$ cat src/rtl/mem_dma_if.sv
// Control and memory-port signals of the block DMA initiator.
// master = the DMA engine; slave = the launching agent plus the memory it drives.
interface mem_dma_if #(
    parameter int Bits     = 16,
    parameter int AddrBits = 12
);
    logic                start;
    logic                mode;
    logic [AddrBits-1:0] src_addr;
    logic [AddrBits-1:0] dst_addr;
    logic [AddrBits:0]   count;
    logic [Bits-1:0]     fill_data;
    logic                busy;
    logic                done;
    logic                Read;
    logic                Write;
    logic [AddrBits-1:0] address;
    logic [Bits-1:0]     data_in;
    logic [Bits-1:0]     data_out;

    modport master (
        input  start, mode, src_addr, dst_addr, count, fill_data, data_out,
        output busy, done, Read, Write, address, data_in
    );

    modport slave (
        output start, mode, src_addr, dst_addr, count, fill_data, data_out,
        input  busy, done, Read, Write, address, data_in
    );
endinterface

$ cat src/rtl/mem_dma.sv
// Block copy/fill engine on a single-port memory: copy = 2 cycles/word, fill = 1 cycle/word,
// done one cycle after the last write; no backpressure, the arbiter must hold the port while busy.
module mem_dma #(
    parameter int Bits     = 16,
    parameter int AddrBits = 12
) (
    input  logic     clk,
    input  logic     reset,
    mem_dma_if.master bus
);
    typedef enum logic [1:0] {
        S_IDLE = 2'd0,
        S_RD   = 2'd1,
        S_WR   = 2'd2,
        S_FIN  = 2'd3
    } state_t;

    state_t              state;
    state_t              state_nxt;
    logic [AddrBits-1:0] src_ptr;
    logic [AddrBits-1:0] dst_ptr;
    logic [AddrBits:0]   rem;
    logic [Bits-1:0]     buf_dat;
    logic [Bits-1:0]     fill_dat;
    logic                mode_q;
    logic                launch;
    logic                last_wr;

    assign launch  = (state == S_IDLE) && bus.start;
    assign last_wr = (rem == (AddrBits + 1)'(1));

    always_ff @(posedge clk) begin
        if (reset) begin
            state <= S_IDLE;
        end else begin
            state <= state_nxt;
        end
    end

    always_comb begin
        state_nxt = state;
        case (state)
            S_IDLE: begin
                if (bus.start) begin
                    if (bus.count == '0) begin
                        state_nxt = S_FIN;
                    end else if (bus.mode) begin
                        state_nxt = S_WR;
                    end else begin
                        state_nxt = S_RD;
                    end
                end
            end
            S_RD: state_nxt = S_WR;
            S_WR: begin
                if (last_wr) begin
                    state_nxt = S_FIN;
                end else if (mode_q) begin
                    state_nxt = S_WR;
                end else begin
                    state_nxt = S_RD;
                end
            end
            S_FIN:   state_nxt = S_IDLE;
            default: state_nxt = S_IDLE;
        endcase
    end

    // Pointers wrap naturally at the top of the address space.
    always_ff @(posedge clk) begin
        if (reset) begin
            src_ptr  <= '0;
            dst_ptr  <= '0;
            rem      <= '0;
            buf_dat  <= '0;
            fill_dat <= '0;
            mode_q   <= 1'b0;
        end else if (launch) begin
            src_ptr <= bus.src_addr;
            dst_ptr <= bus.dst_addr;
            rem     <= bus.count;
            mode_q  <= bus.mode;
            if (bus.mode) begin
                fill_dat <= bus.fill_data;
            end
        end else if (state == S_RD) begin
            buf_dat <= bus.data_out;
            src_ptr <= src_ptr + 1'b1;
        end else if (state == S_WR) begin
            dst_ptr <= dst_ptr + 1'b1;
            rem     <= rem - 1'b1;
        end
    end

    always_comb begin
        bus.busy    = 1'b0;
        bus.done    = 1'b0;
        bus.Read    = 1'b0;
        bus.Write   = 1'b0;
        bus.address = '0;
        bus.data_in = '0;
        case (state)
            S_RD: begin
                bus.busy    = 1'b1;
                bus.Read    = 1'b1;
                bus.address = src_ptr;
            end
            S_WR: begin
                bus.busy    = 1'b1;
                bus.Write   = 1'b1;
                bus.address = dst_ptr;
                bus.data_in = mode_q ? fill_dat : buf_dat;
            end
            S_FIN:   bus.done = 1'b1;
            default: ;
        endcase
    end
endmodule

$ cat src/flat_wrapper.sv
// flat-port wrapper written by rule: the top's interface ports become plain ports
module mem_dma_flat 
#(
    parameter int Bits     = 16,
    parameter int AddrBits = 12
)
  (clk, reset, bus_start, bus_mode, bus_src_addr, bus_dst_addr, bus_count, bus_fill_data, bus_data_out, bus_busy, bus_done, bus_Read, bus_Write, bus_address, bus_data_in);
  mem_dma_if #(.Bits(Bits), .AddrBits(AddrBits)) bus_i ();
  input  logic clk;
  input  logic reset;
  input wire logic [$bits(bus_i.start)-1:0] bus_start;
  input wire logic [$bits(bus_i.mode)-1:0] bus_mode;
  input wire logic [$bits(bus_i.src_addr)-1:0] bus_src_addr;
  input wire logic [$bits(bus_i.dst_addr)-1:0] bus_dst_addr;
  input wire logic [$bits(bus_i.count)-1:0] bus_count;
  input wire logic [$bits(bus_i.fill_data)-1:0] bus_fill_data;
  input wire logic [$bits(bus_i.data_out)-1:0] bus_data_out;
  output wire logic [$bits(bus_i.busy)-1:0] bus_busy;
  output wire logic [$bits(bus_i.done)-1:0] bus_done;
  output wire logic [$bits(bus_i.Read)-1:0] bus_Read;
  output wire logic [$bits(bus_i.Write)-1:0] bus_Write;
  output wire logic [$bits(bus_i.address)-1:0] bus_address;
  output wire logic [$bits(bus_i.data_in)-1:0] bus_data_in;
  assign bus_i.start = bus_start;
  assign bus_i.mode = bus_mode;
  assign bus_i.src_addr = bus_src_addr;
  assign bus_i.dst_addr = bus_dst_addr;
  assign bus_i.count = bus_count;
  assign bus_i.fill_data = bus_fill_data;
  assign bus_i.data_out = bus_data_out;
  assign bus_busy = bus_i.busy;
  assign bus_done = bus_i.done;
  assign bus_Read = bus_i.Read;
  assign bus_Write = bus_i.Write;
  assign bus_address = bus_i.address;
  assign bus_data_in = bus_i.data_in;
  mem_dma #(.Bits(Bits), .AddrBits(AddrBits)) u_core (.clk(clk), .reset(reset), .bus(bus_i));
endmodule
$ cat config.mk
export PLATFORM = sky130hd
export DESIGN_NAME = mem_dma_flat
export DESIGN_NICKNAME = d
export VERILOG_FILES = /design/src/rtl/mem_dma_if.sv /design/src/rtl/mem_dma.sv /design/src/flat_wrapper.sv
export SDC_FILE = /design/constraint.sdc
export NUM_CORES = 1
export LEC_CHECK = 0
export CORE_UTILIZATION = 50
export DETAILED_ROUTE_END_ITERATION = 8
export PLACE_DENSITY = 0.81
export SYNTH_ARGS = -nofsm -noshare
export SYNTH_HDL_FRONTEND = slang
export SYNTH_SLANG_ARGS = --single-unit
$ cat constraint.sdc
create_clock -name clk -period 1.8 [get_ports clk]
set_input_delay 0.27 -clock clk [delete_from_list [all_inputs] [get_ports clk]]
set_output_delay 0.27 -clock clk [all_outputs]
set_load 0.05 [all_outputs]
==> results.md <==
- Vias in the first global route: 4386
- Drt pass-1 iters: 5
- Post-Route WL: roughly 13000 um
- Via Count: ~4300
- # IOs: 105
- Mux cell area share after synthesis: under 10%
- Top cell type by total area after synthesis: dfxtp_1
- EDFF count, synth: 0
- Remaining global-route overflow: 0
- Yosys reg bits: 72
- Leakage power: roughly 2.3 nW
- Die area: approximately 8600 um2
- PwrDens: ~1500 nW/um2
- Setup ws final: -0.0812 ns
- Crit path kind: flop to flop
- Slew Viols, Final: 0
- Final worst path period need: about 1.9 ns
- # nets final: 704
- Async S/R FF share, synth: 0%
- Post-synth top area share: 35.0%
- Largest family of logic cells by synthesized area: simple AND/OR/NAND/NOR gates
- Die width: ~93 um
- CTS tree: built
- Clk slew on worst S/H paths: 0.08 ns
- Core Box Area: 7850 um2
- Clock Tree Buf Depth: 2
- Ys flop type: dfxtp_1
- Initial detailed-routing violation count: 357
- Compound-gate portion of the synthesized area: 19.2%
- Clock root buffer: clkbuf_8
- Die Height: around 90 um
- Post-Syn Nets: 583
- Hold Buf Count CTS: 0
- Post-Synth Adder-Cell Area: 3.04%
- Largest net degree at the start of global routing: 63
- First-pass GRT wire length: about 21000 um
- Peak supply drop: 0.000805 V
- Worst clock skew: 0.0115 ns
- Post-synthesis xor/xnor area fraction: roughly 2.6%
- # rows: 32
- Fraction of layout cells with a size suffix above 1: 26.4%
- RSZ-0062 raised after global routing: yes
- Drt drc: 0
- Setup TNS: -1.07 ns
- Area share of and/or/nand/nor cells after synthesis: around 25%
- Critical Path AT: 2.11 ns
- Clk_lat worst skew: between 0.3 and 0.4 ns
- Top cells by area, synth: dfxtp_1 35%, mux2i_1 9.0%, a21oi_1 5.6%
- Fin util: 82.0%
- Setup-failing EPs final: 33
- PortBufs: 104
- Placer Congestion: 0.903
- Synth Cell Area: 4110 um2
- Clock sink count: 72
- Initial core utilization: a little over half
- Fin. Hold Viols: 0
- Routed WL per cell: 18.2 um
- Worst hold slack: around 0.40 ns
- Max Cap Viol: 0
- Register-to-register path setup slack: -0.08 ns
- Area added between synthesis and finish: 56.5%
- Worst setup EP type: flop
- Worst Hold Class: primary input to flop
- Final Power: 9.74 mW
- Number of distinct library cells after synthesis: 59
- Status: finished, violations left
- CP required: 2.03 ns
- Sequential element share of the synthesized area: 35.0%
- Vias per cell: 5.98
- Final ANT Viol Nets: 0
- H-tree Lvls: 3
- Post-DP Area: 5870 um2
- Antenna Cells: 0
- Crit share post-route: 105%
- Failing checks: setup timing
- Syn avg cell area: 8.23 um2
- Startpoint Class: flop
- GRT Total Usage: 31.0%
- Worst Max-Slew Pin Slew: 0.468 ns
- Crit path max fanout: 8
- Hpwl dp: 8610 um
- Syn Inst Count: 500
- Rel. slew slack: 68.6%
- Finished Cell Area: 6430 um2
- Fmax achieved: about 530 MHz
- Yosys warns: 0
- Inserted Clock Buffers: 9
- Antenna violations before repair: 0
-- routing by layer --
metal  GRT usage [%]  share of wire, %  vias up
met1            36.8                39     2048
met5               0                 0        -
met4            11.9               3.0        0
li1                -                 -     2031
met3            8.87               8.7       42
met2            52.8                49      227
-- cells in the mapped netlist (all sizes together) (2+ instances only) --
| cell | number |
|---|---|
| mux2i | 37 |
| nand4 | 10 |
| o21ai | 22 |
| nand2 | 56 |
| xor2 | 4 |
| inv | 12 |
| a211oi | 7 |
| buf | 22 |
| xnor2 | 8 |
| o31ai | 2 |
| nand3 | 19 |
| ha | 10 |
| nor2b | 28 |
| o32ai | 3 |
| a31oi | 3 |
| and3 | 3 |
| o211ai | 3 |
| and2 | 6 |
| and4 | 3 |
| nor4 | 8 |
| a32oi | 3 |
| o22ai | 6 |
| a21oi | 47 |
| dfxtp | 72 |
| nor3 | 11 |
| clkbuf | 13 |
| nor2 | 43 |
| o21a | 2 |
| nor3b | 4 |
| a22oi | 16 |
| nand2b | 2 |
-- final cells by class --
type	count	area (um2)
clock buffer	9	124
clock inverter	6	93.8
fill	480	1410
inverter	12	52.6
multi-input combinational	380	2810
sequential	72	1450
tap	102	128
timing repair buffer	146	1780
-- state kept, by name, indices dropped and copies added, names as in the netlist --
signal and flops:
u_core.buf_dat 16, u_core.dst_ptr 12, u_core.mode_q 1, u_core.fill_dat 16, u_core.state 2, u_core.rem 13
u_core.src_ptr 12
-- cells by family (layout without fill, tap and decap cells) --
| family | after synthesis | after routing |
|---|---|---|
| and+or+nand+nor | 197 | 197 |
| AOI/OAI and AO/OA | 124 | 124 |
| DFF | 72 | 72 |
| buffers and inverters | 48 | 173 |
| muxes | 37 | 37 |
| xor gates and xnor gates | 12 | 12 |
| adders and majority gates | 10 | 10 |
-- power breakdown --
part / internal [mW] / switching [mW] / total, mW
clock: 0.782 / 0.654 / 1.44
combinational: 2.79 / 2.89 / 5.68
sequential: 2.04 / 0.590 / 2.63
total: 5.61 / 4.13 / 9.74
-- what timing repair did --
item / CTS / global route
setup endpoints to repair: 28 / 54
gates resized for setup: 39 / 22
pin swaps: 11 / 2
setup buffers: 15 / 1
endpoints found under the hold margin: 0 / 0
-- worst max-delay path, cell delays in order (launching register included) --
cell     delay (ns)
dfxtp_4        0.38
inv_4          0.08
ha_4           0.22
buf_8          0.16
buf_4          0.15
a21oi_4        0.05
or2_4          0.26
buf_6          0.15
a22oi_1        0.20
o22ai_1        0.10
-- path summary, 6_finish.rpt --
check	startpoint	endpoint	cells past startpoint
worst min-delay path	reset	u_core.state[1]	3
worst max-delay path	u_core.state[0]	u_core.dst_ptr[7]	9
worst min register to register	u_core.fill_dat[0]	u_core.fill_dat[0]	2
worst max register to register	u_core.state[0]	u_core.dst_ptr[7]	9
-- cell usage in the layout, fill, tap and decap left out, types with 10 or more instances in the layout --
cell	n
nor2_1	40
a21oi_1	46
nand2_1	56
nor2b_4	28
o21ai_0	13
buf_4	29
mux2i_1	33
dfxtp_1	70
clkdlybuf4s50_1	71
inv_1	10
a22oi_2	12
buf_12	38
nand3_1	18
-- metrics by stage --
step	worst slack [ns]	cells
finish	-0.0812	727
global route	-0.141	727
CTS	-0.0632	726
detailed placement	-0.0464	696
global placement	0.0445	696
floorplan	0.00986	500
Power figures use the tool's default switching activity.
